===== config.mk =====
export PLATFORM = sky130hd
export DESIGN_NAME = op2_shift_ctrl
export DESIGN_NICKNAME = d
export VERILOG_FILES = /design/src/rtl/op2_shift_ctrl_pkg.sv /design/src/rtl/op2_shift_ctrl_shifter.sv /design/src/rtl/op2_shift_ctrl.sv
export SDC_FILE = /design/constraint.sdc
export NUM_CORES = 1
export LEC_CHECK = 0
export ABC_AREA = 1
export ABC_CLOCK_PERIOD_IN_PS = 4000
export CAP_MARGIN = 10
export CELL_PAD_IN_SITES_DETAIL_PLACEMENT = 1
export CELL_PAD_IN_SITES_GLOBAL_PLACEMENT = 1
export CORE_ASPECT_RATIO = 0.6
export CORE_MARGIN = 1.5
export CORE_UTILIZATION = 40
export DETAILED_ROUTE_END_ITERATION = 8
export PLACE_DENSITY = 0.79
export SLEW_MARGIN = 20
export SYNTH_ARGS = -nofsm -noshare
export SYNTH_HDL_FRONTEND = slang
export SYNTH_SLANG_ARGS = --single-unit
export TNS_END_PERCENT = 50

===== constraint.sdc =====
create_clock -name clk -period 4 [get_ports clk]
set_input_delay 0.4 -clock clk [delete_from_list [all_inputs] [get_ports clk]]
set_output_delay 0.4 -clock clk [all_outputs]
set_load 0.1 [all_outputs]

===== src/rtl/op2_shift_ctrl_pkg.sv =====
// Shared types and constants for the DP second-operand sequencer.
package op2_shift_ctrl_pkg;

  typedef enum logic [2:0] {
    ST_IDLE,
    ST_ROT,
    ST_RD_RS,
    ST_RD_RM,
    ST_RESULT
  } state_e;

  // Shift type field, as found in inst[6:5] and shifter op[2:1]
  localparam logic [1:0] SH_LSL = 2'b00;
  localparam logic [1:0] SH_LSR = 2'b01;
  localparam logic [1:0] SH_ASR = 2'b10;
  localparam logic [1:0] SH_ROR = 2'b11;

  // Shifter op used for the I-form rotate: ROR, register form
  localparam logic [2:0] OP_ROR_REG = 3'b111;

  // Instruction field positions
  localparam int BIT_I    = 25;
  localparam int BIT_REG  = 4;
  localparam int RS_HI    = 11;
  localparam int RS_LO    = 8;
  localparam int RM_HI    = 3;
  localparam int RM_LO    = 0;
  localparam int SHIMM_HI = 11;
  localparam int SHIMM_LO = 7;
  localparam int ROT_HI   = 11;
  localparam int ROT_LO   = 8;
  localparam int IMM8_HI  = 7;
  localparam int IMM8_LO  = 0;
  localparam int SHOP_HI  = 6;
  localparam int SHOP_LO  = 4;

  localparam logic [3:0] REG_PC = 4'd15;

endpackage


===== src/rtl/op2_shift_ctrl_shifter.sv =====
// Combinational ARM barrel shifter: op[2:1] = shift type, op[0] = register form.
module op2_shift_ctrl_shifter
  import op2_shift_ctrl_pkg::*;
(
  input  logic [2:0]  op_i,
  input  logic [31:0] in_i,
  input  logic [4:0]  sh_imm_i,
  input  logic [7:0]  sh_reg_i,
  input  logic        cin_i,
  output logic [31:0] out_o,
  output logic        cout_o
);

  logic [1:0]         typ;
  logic               reg_form;
  logic [7:0]         amt;
  logic [5:0]         asr_amt;
  logic [4:0]         rot;
  logic [32:0]        lsl_w;
  logic [32:0]        lsr_w;
  logic signed [32:0] asr_w;
  logic [31:0]        ror_w;

  // Effective amount plus all four shift results; an extra bit carries the last bit shifted out
  always_comb begin
    typ      = op_i[2:1];
    reg_form = op_i[0];
    if (reg_form) begin
      amt = sh_reg_i;
    end else if ((sh_imm_i == 5'd0) && ((typ == SH_LSR) || (typ == SH_ASR))) begin
      amt = 8'd32;
    end else begin
      amt = {3'b000, sh_imm_i};
    end
    asr_amt = (amt > 8'd32) ? 6'd32 : amt[5:0];
    rot     = amt[4:0];
    lsl_w   = {1'b0, in_i} << amt;
    lsr_w   = {in_i, 1'b0} >> amt;
    asr_w   = $signed({in_i, 1'b0}) >>> asr_amt;
    ror_w   = (in_i >> rot) | (in_i << (6'd32 - {1'b0, rot}));
  end

  // Select result; zero amount passes the operand with carry-in, ROR #0 is RRX
  always_comb begin
    out_o  = in_i;
    cout_o = cin_i;
    if (!reg_form && (typ == SH_ROR) && (sh_imm_i == 5'd0)) begin
      out_o  = {cin_i, in_i[31:1]};
      cout_o = in_i[0];
    end else if (amt != 8'd0) begin
      case (typ)
        SH_LSL: begin
          out_o  = lsl_w[31:0];
          cout_o = lsl_w[32];
        end
        SH_LSR: begin
          out_o  = lsr_w[32:1];
          cout_o = lsr_w[0];
        end
        SH_ASR: begin
          out_o  = asr_w[32:1];
          cout_o = asr_w[0];
        end
        default: begin
          out_o  = ror_w;
          cout_o = ror_w[31];
        end
      endcase
    end
  end

endmodule


===== src/rtl/op2_shift_ctrl.sv =====
// Sequences register reads and the barrel shifter to build the DP second operand.
module op2_shift_ctrl
  import op2_shift_ctrl_pkg::*;
#(
  parameter logic [31:0] PC_OFS_IMM = 32'd8,
  parameter logic [31:0] PC_OFS_REG = 32'd12
) (
  input  logic        clk,
  input  logic        rst,
  input  logic        flush,
  input  logic        req_valid,
  output logic        req_ready,
  input  logic [31:0] req_inst,
  input  logic [31:0] req_pc,
  input  logic        req_cflag,
  output logic        rf_ren,
  output logic [3:0]  rf_addr,
  input  logic [31:0] rf_data,
  output logic        res_valid,
  input  logic        res_ready,
  output logic [31:0] res_op2,
  output logic        res_carry
);

  state_e      state_q;
  logic [11:0] inst_q;
  logic [31:0] pc_q;
  logic        cflag_q;
  logic [7:0]  rs_q;
  logic        rf_ren_q;
  logic [3:0]  rf_addr_q;
  logic        res_valid_q;
  logic [31:0] res_op2_q;
  logic        res_carry_q;

  logic [2:0]  sh_op;
  logic [31:0] sh_in;
  logic [4:0]  sh_imm;
  logic [7:0]  sh_reg;
  logic [31:0] sh_out;
  logic        sh_cout;
  logic [31:0] pc_imm;
  logic [31:0] pc_reg;
  logic [31:0] rm_val;
  logic        unused_inst_bits;

  // Only I, the shift/operand fields and [11:0] matter to this stage
  assign unused_inst_bits = ^{req_inst[31:26], req_inst[24:12]};

  assign pc_imm = pc_q + PC_OFS_IMM;
  assign pc_reg = pc_q + PC_OFS_REG;

  // Rm operand: r15 reads as the pipelined PC, which is further ahead for register shifts
  always_comb begin
    rm_val = rf_data;
    if (inst_q[RM_HI:RM_LO] == REG_PC) begin
      rm_val = inst_q[BIT_REG] ? pc_reg : pc_imm;
    end
  end

  // Shifter input mux: the I-form rotate reuses register-form ROR by 2*rot
  always_comb begin
    sh_op  = inst_q[SHOP_HI:SHOP_LO];
    sh_in  = rm_val;
    sh_imm = inst_q[SHIMM_HI:SHIMM_LO];
    sh_reg = rs_q;
    if (state_q == ST_ROT) begin
      sh_op  = OP_ROR_REG;
      sh_in  = {24'd0, inst_q[IMM8_HI:IMM8_LO]};
      sh_imm = 5'd0;
      sh_reg = {3'b000, inst_q[ROT_HI:ROT_LO], 1'b0};
    end
  end

  op2_shift_ctrl_shifter u_shifter (
    .op_i     (sh_op),
    .in_i     (sh_in),
    .sh_imm_i (sh_imm),
    .sh_reg_i (sh_reg),
    .cin_i    (cflag_q),
    .out_o    (sh_out),
    .cout_o   (sh_cout)
  );

  // Control FSM with registered read-port and result outputs
  always_ff @(posedge clk or posedge rst) begin
    if (rst) begin
      state_q     <= ST_IDLE;
      inst_q      <= '0;
      pc_q        <= '0;
      cflag_q     <= 1'b0;
      rs_q        <= '0;
      rf_ren_q    <= 1'b0;
      rf_addr_q   <= '0;
      res_valid_q <= 1'b0;
      res_op2_q   <= '0;
      res_carry_q <= 1'b0;
    end else if (flush) begin
      state_q     <= ST_IDLE;
      rf_ren_q    <= 1'b0;
      rf_addr_q   <= '0;
      res_valid_q <= 1'b0;
    end else begin
      case (state_q)
        ST_IDLE: begin
          if (req_valid) begin
            inst_q  <= req_inst[11:0];
            pc_q    <= req_pc;
            cflag_q <= req_cflag;
            if (req_inst[BIT_I]) begin
              state_q <= ST_ROT;
            end else if (req_inst[BIT_REG]) begin
              state_q   <= ST_RD_RS;
              rf_ren_q  <= 1'b1;
              rf_addr_q <= req_inst[RS_HI:RS_LO];
            end else begin
              state_q   <= ST_RD_RM;
              rf_ren_q  <= 1'b1;
              rf_addr_q <= req_inst[RM_HI:RM_LO];
            end
          end
        end
        ST_ROT: begin
          res_op2_q   <= sh_out;
          res_carry_q <= sh_cout;
          res_valid_q <= 1'b1;
          state_q     <= ST_RESULT;
        end
        ST_RD_RS: begin
          rs_q      <= (inst_q[RS_HI:RS_LO] == REG_PC) ? pc_imm[7:0] : rf_data[7:0];
          rf_addr_q <= inst_q[RM_HI:RM_LO];
          state_q   <= ST_RD_RM;
        end
        ST_RD_RM: begin
          res_op2_q   <= sh_out;
          res_carry_q <= sh_cout;
          res_valid_q <= 1'b1;
          rf_ren_q    <= 1'b0;
          rf_addr_q   <= '0;
          state_q     <= ST_RESULT;
        end
        ST_RESULT: begin
          if (res_ready) begin
            res_valid_q <= 1'b0;
            state_q     <= ST_IDLE;
          end
        end
        default: state_q <= ST_IDLE;
      endcase
    end
  end

  assign req_ready = (state_q == ST_IDLE);
  assign rf_ren    = rf_ren_q;
  assign rf_addr   = rf_addr_q;
  assign res_valid = res_valid_q;
  assign res_op2   = res_op2_q;
  assign res_carry = res_carry_q;

endmodule


# Yosys cells after proc, flatten, opt, wreduce, memory -nomap -nowiden
# Index checks and enable logic that the tools add are counted.
dict set report op_classes {
  n_addsub 3
  n_lt_le_gt_ge 1
  n_eq_ne 12
  n_shift 5
  mux 34
  bitwise 2
  n_reduce_logical 20
}
# operator count
set op_table {}
lappend op_table {{32-bit 2-to-1 mux} 5}
lappend op_table {{32-bit case mux with 3 select lines} 1}
lappend op_table {{32-bit by 4-bit adder with 32-bit output, second input constant} 2}
lappend op_table {{32-bit by 8-bit << shifter with 33-bit output} 1}
lappend op_table {{33-bit by 8-bit right shift with 33-bit output} 1}
lappend op_table {{33-bit by 6-bit >>> shifter with 33-bit output} 1}
lappend op_table {{32-bit bitwise OR} 1}
lappend op_table {{32-bit by 6-bit << shifter with 32-bit output} 1}
lappend op_table {{32-bit by 5-bit right shift with 32-bit output} 1}
lappend op_table {{8-bit 2-to-1 mux} 3}
lappend op_table {{4-bit 2-to-1 mux} 4}
lappend op_table {{3-bit 2-to-1 mux} 4}
lappend op_table {{6-bit 2-to-1 mux} 2}
lappend op_table {{3-bit case mux with 4 select lines} 1}
lappend op_table {{4-bit case mux with 3 select lines} 1}
lappend op_table {{3-bit inequality test, second input constant} 3}
lappend op_table {{3-bit AND reduction} 3}
lappend op_table {{4-bit equality test, second input constant} 2}
lappend op_table {{8-bit by 6-bit greater-than comparator with 1-bit output, second input constant} 1}
lappend op_table {{1-bit 2-to-1 mux} 8}
lappend op_table {{2-bit AND reduction} 4}
lappend op_table {{8-bit nonzero test} 1}
lappend op_table {{3-bit by 2-bit equality test with 1-bit output, second input constant} 2}
lappend op_table {{3-bit nonzero test} 2}
lappend op_table {{18 further kinds} 22}
dict set report totals {
  register_bits 95
  in_bits 102
  out_inout_bits 40
  wordCells 87
}

# Longest topological paths before layout
# Gate-level depths: netlist of run 1.
dict set report depth {
  ltp_word 13
  depth_mapped 31
  mapped_depth_nobuf 30
}

# Cells and area by module
# From an unflattened synthesis of run 1, not the netlist that was laid out.
dict set report unflattened {
  hier_cells 2623
  area_unflattened_um2 14336.2
}
# module instances cells_per_inst area_each_um2 seq_area_each_um2
set modules_own_cells {}
lappend modules_own_cells {op2_shift_ctrl_shifter 1 1892 8695.8 0.0}
lappend modules_own_cells {op2_shift_ctrl 1 731 5640.4 2377.3}

# Worst setup path after synthesis of run 1
# OpenSTA, ideal clock, no wires.
dict set report synth_timing {
  path_kind {register -> register}
  from {reg state_q[2]}
  to {reg res_op2_q[16], in the netlist res_op2[16]}
  setup_ns 0.120
  t_arrival_ns 3.253
  t_required_ns 3.880
  setup_slack_ns 0.627
  path_stages_with_launch 27
  n_path_buf 3
  synth_period_minus_slack_ns 3.373
  path_cell_list {dfrtp_1 nor2_4 nand2_8 nand2_8 o22ai_1 a21oi_4 buf_2 buf_2 ha_1 inv_1 nor2_2 nand3_4 nand2_2 nand3_4 buf_6 nand2_1 o21ai_1 or2_1 nand3_1 nand3_1 and2_0 o21ai_1 nand2_1 nand2_1 nand2_1 nand2_1 nand2_1}
}
dict set report synth_via {
  elab_chain_cells 13
  word_cells_on_any_way 33
  cone_classes {1 x add/sub; 1 x order compare; 5 x eq/ne; 5 x shift; 10 x mux; 1 x bitwise; 10 x reduce/logical}
}
# element line
set synth_lines {}
lappend synth_lines {{start, declared} op2_shift_ctrl.sv:25} ;# state_e state_q;
lappend synth_lines {{start signal, assigned} op2_shift_ctrl.sv:88} ;# state_q <= ST_IDLE;
lappend synth_lines {{start signal, assigned} op2_shift_ctrl.sv:99} ;# state_q <= ST_IDLE;
lappend synth_lines {{start signal, assigned} op2_shift_ctrl.sv:111} ;# state_q <= ST_ROT;
lappend synth_lines {{3-bit by 1-bit equality test with 1-bit output} {op2_shift_ctrl.sv:67, op2_shift_ctrl.sv:104}}
lappend synth_lines {{3-bit 2-to-1 mux} op2_shift_ctrl.sv:67} ;# if (state_q == ST_ROT) begin
lappend synth_lines {{2-bit by 1-bit equality test with 1-bit output / 2-bit equality test (equally long branches)} {op2_shift_ctrl_shifter.sv:30, op2_shift_ctrl_shifter.sv:51}}
lappend synth_lines {{1-bit logical OR} op2_shift_ctrl_shifter.sv:30} ;# end else if ((sh_imm_i == 5'd0) && ((typ == SH_LSR) || (typ == SH_ASR))) begin
lappend synth_lines {{1-bit logical AND} op2_shift_ctrl_shifter.sv:30}
lappend synth_lines {{6-bit 2-to-1 mux} op2_shift_ctrl_shifter.sv:30}
lappend synth_lines {{8-bit 2-to-1 mux} op2_shift_ctrl_shifter.sv:28} ;# if (reg_form) begin
lappend synth_lines {{8-bit by 6-bit greater-than comparator with 1-bit output / 6-bit by 5-bit subtractor with 6-bit output (equally long branches)} {op2_shift_ctrl_shifter.sv:35, op2_shift_ctrl_shifter.sv:40}}
lappend synth_lines {{6-bit 2-to-1 mux / 32-bit by 6-bit << shifter with 32-bit output (equally long branches)} {op2_shift_ctrl_shifter.sv:35, op2_shift_ctrl_shifter.sv:40}}
lappend synth_lines {{33-bit by 6-bit >>> shifter with 33-bit output / 32-bit bitwise OR (equally long branches)} {op2_shift_ctrl_shifter.sv:39, op2_shift_ctrl_shifter.sv:40}}
lappend synth_lines {{32-bit case mux with 3 select lines} op2_shift_ctrl_shifter.sv:51} ;# case (typ)
lappend synth_lines {{32-bit 2-to-1 mux} op2_shift_ctrl_shifter.sv:50} ;# end else if (amt != 8'd0) begin
lappend synth_lines {{32-bit 2-to-1 mux} op2_shift_ctrl_shifter.sv:47} ;# if (!reg_form && (typ == SH_ROR) && (sh_imm_i == 5'd0)) begin
lappend synth_lines {{end signal, assigned} op2_shift_ctrl.sv:124} ;# res_op2_q <= sh_out;
lappend synth_lines {{end signal, assigned} op2_shift_ctrl.sv:135} ;# res_op2_q <= sh_out;
lappend synth_lines {{end, declared} op2_shift_ctrl.sv:33} ;# logic [31:0] res_op2_q;
# Parallel ways exist; a longest one is shown, timed or not.
# A chain may end at the register's enable or synchronous reset.

# Final worst setup path of run 1
dict set report layout_timing {
  from {reg state_q[0]}
  to {reg res_op2_q[15], in the netlist res_op2[15]}
}
# The elaborated chain is that of the path after synthesis.

==> flow_summary.json, run 1 <==
{
  "ys_seq_area_share_pct": 17.0,
  "synth_area_leader_cell": "nand2_1",
  "cts_buffer_depth": 2,
  "io_pins": 142,
  "clk_pin_slew_worst_paths_ns": 0.08,
  "synth_commonest_cells": "945 x nand2_1, 381 x nand3_1, 223 x nor2_1",
  "worst_hold_path.endpoint": "res_op2[8]",
  "status": "finished, violations left",
  "ys_types": 60,
  "die_x_um": 245,
  "viasPerCell": 6.33,
  "hpwlAfterDp_mm": 67.8,
  "first_global_vias": 19300,
  "critPathArrivalTime_ns": 4.25,
  "yosys_warnings": 0,
  "synth_adder_area_share_pct": 0.715,
  "synth_most_common_cell": "nand2_1",
  "detail_route.iter0.violations": 2976,
  "drt_pre_antenna_iters": 6,
  "path_max_fanout": 18,
  "muxShareOfSynthArea_pct": 1.03,
  "setup_viol": 1,
  "die-area_um2": 36200,
  "cap_violations": 0,
  "yosys-top-cells-area": "nand2_1 25%, dfrtp_1 17%, nand3_1 14%, nor2_1 6.0%, a21oi_1 5.8%",
  "grt.total_usage_pct": 46.7,
  "synthXorXnorAreaFrac_pct": 0.313,
  "rr_startpoint": "state_q[0]",
  "period_minus_slack_ns": 4.00,
  "root_buffer": "clkbuf_16",
  "synth_top_area_share_pct": 25.3,
  "synth-simple-area-share_pct": 51.8,
  "drt_wl_total_mm": 86.2,
  "holdWs_ns": 0.495,
  "row_count": 52,
  "nFillCells": 4918,
  "synth_top_family_by_area": "simple AND/OR/NAND/NOR gates",
  "final_area_um2": 16700,
  "clkSinkCount": 95,
  "violations": "negative setup slack",
  "initial_core_util_pct": 41.1,
  "antenna_found_initial": 3,
  "syn_to_final_growth_pct": 19.5,
  "grt-ovfl-total": 0,
  "nets": 2836,
  "clk_latency_ns": 0.37,
  "crit_path_start": "state_q[0]",
  "finalClockSkew_ns": 0.0102,
  "hold_violations": 0,
  "grt_pass1_wl_mm": 126,
  "placed_area_um2": 16100,
  "synth_compound_area_share_pct": 19.0,
  "fin_crit_sh_pct": 100,
  "drive_gt1_share_pct": 11.4,
  "tightest_slew_ns": 1.10,
  "die_h_um": 148,
  "synth_edf_count": 0,
  "netlist_instances": 2620,
  "ff2ff_setup_slack_ns": -0.002,
  "worst_r2r_endpoint": "res_op2[15]",
  "synth_ff_type": "dfrtp_1",
  "max_freq_mhz": 250,
  "required_ns": 4.24,
  "ys_seq_elements": 95,
  "end_kind": "register",
  "cts_max_level": 3,
  "gp_congestion": 1.09,
  "finalMaxSlewViolations": 0,
  "io_buffers": 122,
  "coreArea_um2": 34100,
  "ff2ff_path_depth": 17,
  "grt_start_max_net_pins": 77,
  "cts_inserted_buffers": 9,
  "syn-cell-area_um2": 14000,
  "hold_buffers": 0,
  "drt-wirelength-per-cell_um": 27.0,
  "hp-class": "reg2reg",
  "hold_depth": 2,
  "worstSetupPathType": "reg2reg",
  "antenna_left": 0,
  "cts_tree": "built",
  "ys_async_sr_fraction_pct": 100,
  "setup_slack_ns": -0.00179,
  "syn_nets": 2730,
  "crit_path_start_kind": "register",
  "syn_area_per_cell_um2": 5.34,
  "routed-via-count": 20200,
  "route.detailed.drc": 0,
  "max_slew_margin_pct": 26.6,
  "worstHoldStart": "res_op2[8]"
}
-- metal layers --
layer	GRT usage (%)	routed length (µm)	vias to the layer above
li1	-	-	8836
met5	0	13	-
met2	64.8	33800	1372
met3	21.1	14000	204
met1	64.6	35700	9804
met4	12.4	2680	2
-- critical path, cell delays in order, from the launching register on --
cell and delay (ns):
dfrtp_1 0.39, inv_2 0.07, nor2_4 0.18, nand2_8 0.14, o21ai_0 0.77, inv_1 0.30, nand2_1 0.26, nand2_1 0.23
nand3_1 0.16, nand3_1 0.11, nand3_1 0.11, nand2_1 0.19, a21oi_2 0.30, o211ai_1 0.13, nand3_1 0.14, inv_1 0.08
o21ai_1 0.22, nand2_1 0.09
-- state kept, by name, indices dropped and copies added (netlist names) --
signal     flops
pc_q          32
res_op2       32
inst_q        12
rs_q           8
rf_addr        4
state_q        3
cflag_q        1
res_carry      1
res_valid      1
rf_ren         1
-- layout make-up --
| cell class | instances | area (µm²) | share of cell area [%] |
|---|---|---|---|
| multi-input cells | 2180 | 10500 | 62.6 |
| flip-flops and latches | 95 | 2380 | 14.2 |
| repair buffers | 248 | 2280 | 13.6 |
| inverters | 192 | 736 | 4.40 |
| well taps | 459 | 574 | 3.43 |
| clock buffers | 9 | 225 | 1.35 |
| clock inverters | 7 | 55.1 | 0.329 |
| diodes | 3 | 7.51 | 0.0449 |
-- logic make-up (layout without fill, tap and decap cells) --
| family | after synthesis | count (layout) |
|---|---|---|
| AND/OR/NAND/NOR | 1672 | 1673 |
| AO/OA/AOI/OAI | 481 | 481 |
| buffers and inverters | 346 | 456 |
| flip-flops | 95 | 95 |
| multiplexers | 13 | 13 |
| adder cells (fa/ha/maj) | 8 | 8 |
| XOR/XNOR | 5 | 5 |
| other | 0 | 3 |
-- worst max-delay path by stage --
| stage | slack, ns | endpoint |
|---|---|---|
| after global placement | 0.23 | res_op2[30] |
| after detailed placement | -0.03 | res_op2[27] |
| after CTS | 0.03 | res_op2[22] |
| final | -0.002 | res_op2[15] |
| after floorplan | 0.63 | res_op2[16] |
| after global routing | -0.05 | res_op2[21] |
-- cells in the final DEF, fill, tap and decap left out, types with 34 or more instances in the layout --
cell and n:
a21oi_1 156, nor2_1 217, inv_1 155, nand3_1 370, o21ai_1 84, buf_4 114, nand2_2 34, dfrtp_1 92
o21ai_0 131, o211ai_1 35, clkdlybuf4s50_1 122, nand2_1 922
-- through the flow --
| stage | cells | util (%) | setup TNS [ns] | worst slack (ns) |
|---|---|---|---|---|
| after global routing | 3190 | 49.1 | -0.147 | -0.0468 |
| after CTS | 3182 | 48.1 | 0 | 0.0307 |
| after detailed placement | 3166 | 47.2 | -0.0350 | -0.0350 |
| after floorplan | 2620 | - | 0 | 0.627 |
| final | 3193 | 49.1 | -0.00179 | -0.00179 |
| after global placement | 3166 | 47.2 | 0 | 0.234 |
-- timing repair --
item / 4_1_cts / 5_1_grt
cloned: 0 / 2
pin swaps: 0 / 14
hold endpoints to repair: 0 / 0
resized for setup: 5 / 85
setup buffers: 0 / 6
endpoints found under the setup margin: 3 / 33
Power of run 1 is left out: the tool's default activity adds up to more than one toggle a clock period on the data nets, which glitch-free logic cannot reach.
==> run 2: changes to the inputs <==
--- a/config.mk
+++ b/config.mk
@@ -15,6 +15,7 @@
 export CORE_UTILIZATION = 40
 export DETAILED_ROUTE_END_ITERATION = 8
 export PLACE_DENSITY = 0.79
+export SKIP_CTS_REPAIR_TIMING = 1
 export SLEW_MARGIN = 20
 export SYNTH_ARGS = -nofsm -noshare
 export SYNTH_HDL_FRONTEND = slang
==> run 2 against run 1 <==
  * The run still ends with negative setup slack left
  * Cell area shrank 0.26%
  * Via count is essentially flat
  * Wire length is essentially flat
  * Count of clock-buffer cells in the layout is the same
  * Cell count is essentially flat
  * Utilization shrank 0.13 points
  * Critical endpoint is now res_op2[30]
  * Fmax shrank 1.0%
  * Worst setup slack lost 0.041 ns
  * Die area is the same
  * First-iteration DRC count grew 1.0%
  * Hold slack gained 0.0037 ns
==> flow_summary.json, run 2 (synthesis gave the netlist of run 1 again) <==
{
  "cts_max_level": 3,
  "grt_pass1_wl_mm": 126,
  "period_minus_slack_ns": 4.04,
  "ff2ff_setup_slack_ns": -0.04,
  "drt-wirelength-per-cell_um": 27.0,
  "drt_pre_antenna_iters": 8,
  "mostFrequentLayoutCells": "928 x nand2_1, 373 x nand3_1, 217 x nor2_1",
  "cpMaxStageDelayCell": "o211ai_1",
  "viasPerCell": 6.34,
  "tightest_slew_ns": 1.11,
  "max_freq_mhz": 247,
  "nets": 2837,
  "routed-via-count": 20200,
  "drive_gt1_share_pct": 11.1,
  "max_slew_margin_pct": 26.3,
  "grt-ovfl-total": 0,
  "io_pins": 142,
  "die_h_um": 148,
  "finalMaxSlewViolations": 0,
  "fin_crit_sh_pct": 101,
  "hpwlAfterDp_mm": 67.8,
  "setup_viol": 2,
  "critPathArrivalTime_ns": 4.34,
  "final_common_cell": "nand2_1",
  "slowest_delay_ns": 0.51,
  "crit_path_start_kind": "register",
  "io_buffers": 122,
  "cap_violations": 0,
  "final_area_um2": 16700,
  "setup_slack_ns": -0.0432,
  "finalClockSkew_ns": 0.0110,
  "row_count": 52,
  "grt_start_max_net_pins": 77,
  "status": "finished, violations left",
  "initial_core_util_pct": 41.1,
  "detail_route.iter0.violations": 3006,
  "rsz0062_at_grt": "yes",
  "root_buffer": "clkbuf_16",
  "syn_to_final_growth_pct": 19.2,
  "cts_tree": "built",
  "placed_area_um2": 16100,
  "path_cells": "nand2_1, nor2_1, nand3_1, buf_4, inv_1, nand2_1, nand2_1, nand2_1, nand2_1, nand2_2, nand2_1, nand2_1, o21ai_0, nand2_1, nand2_1, nand2_1, o211ai_1, nand3_2, nand3_1, nand2_1, nand2_1, nand2_1, a21oi_1",
  "worstSetupPathType": "reg2reg",
  "coreArea_um2": 34100,
  "die-area_um2": 36200,
  "cts_inserted_buffers": 9,
  "drt_wl_total_mm": 86.3,
  "path_max_fanout": 4,
  "antenna_left": 0,
  "die_x_um": 245,
  "end_kind": "register",
  "clk_latency_ns": 0.37,
  "antenna_found_initial": 3,
  "route.detailed.drc": 0,
  "clkSinkCount": 95,
  "cp_common_cell": "nand2_1",
  "required_ns": 4.29,
  "clk_pin_slew_worst_paths_ns": 0.08,
  "grt.total_usage_pct": 46.7,
  "first_global_vias": 19400,
  "violations": "negative setup slack",
  "cts_buffer_depth": 2,
  "hold_violations": 0,
  "gp_congestion": 1.09,
  "hp-class": "reg2reg"
}
==> run 2: worst paths after layout <==
check,from,end,cells past startpoint
hold / removal,res_op2[16],res_op2[16],2
min in group asynchronous,rst,res_op2[14],2
setup reg to reg,pc_q[10],res_op2[30],23
hold reg to reg,res_op2[16],res_op2[16],2
setup / recovery,pc_q[10],res_op2[30],23
max in group asynchronous,rst,pc_q[3],3
==> run 2: critical path: cells and delay by family (launching register included) <==
kind	cells	cell delay (ns)
flip-flops	1	0.42
AND/OR/NAND/NOR	18	2.44
buffers and inverters	2	0.26
AO/OA/AOI/OAI	3	0.82
==> run 2: layer usage <==
| layer | GRT usage [%] | share of wire, % | up-vias |
|---|---|---|---|
| met5 | 0 | 0 | - |
| met4 | 12.6 | 3.1 | 0 |
| met3 | 21.3 | 16 | 203 |
| met2 | 64.6 | 39 | 1411 |
| met1 | 64.5 | 42 | 9782 |
| li1 | - | - | 8842 |
==> run 2: layout make-up <==
| cell class | count | area (µm²) |
|---|---|---|
| Sequential cell | 95 | 2380 |
| Multi-Input combinational cell | 2180 | 10400 |
| Timing Repair Buffer | 249 | 2290 |
| Clock inverter | 7 | 55.1 |
| Tap cell | 459 | 574 |
| Clock buffer | 9 | 225 |
| Inverter | 192 | 732 |
| Antenna cell | 3 | 7.51 |
| Fill cell | 4918 | 17400 |
==> run 2: metrics by stage <==
step | hold slack [ns] | setup TNS, ns | cells | utilization, % | setup slack, ns
detailed placement | 0.473 | -0.0350 | 3166 | 47.2 | -0.0350
CTS | 0.493 | -0.146 | 3182 | 48.0 | -0.0885
global placement | 0.467 | 0 | 3166 | 47.2 | 0.234
floorplan | 0.450 | 0 | 2620 | - | 0.627
global route | 0.527 | -0.293 | 3191 | 48.9 | -0.0782
finish | 0.499 | -0.0592 | 3194 | 49.0 | -0.0432
Power of run 2 is left out for the same reason.
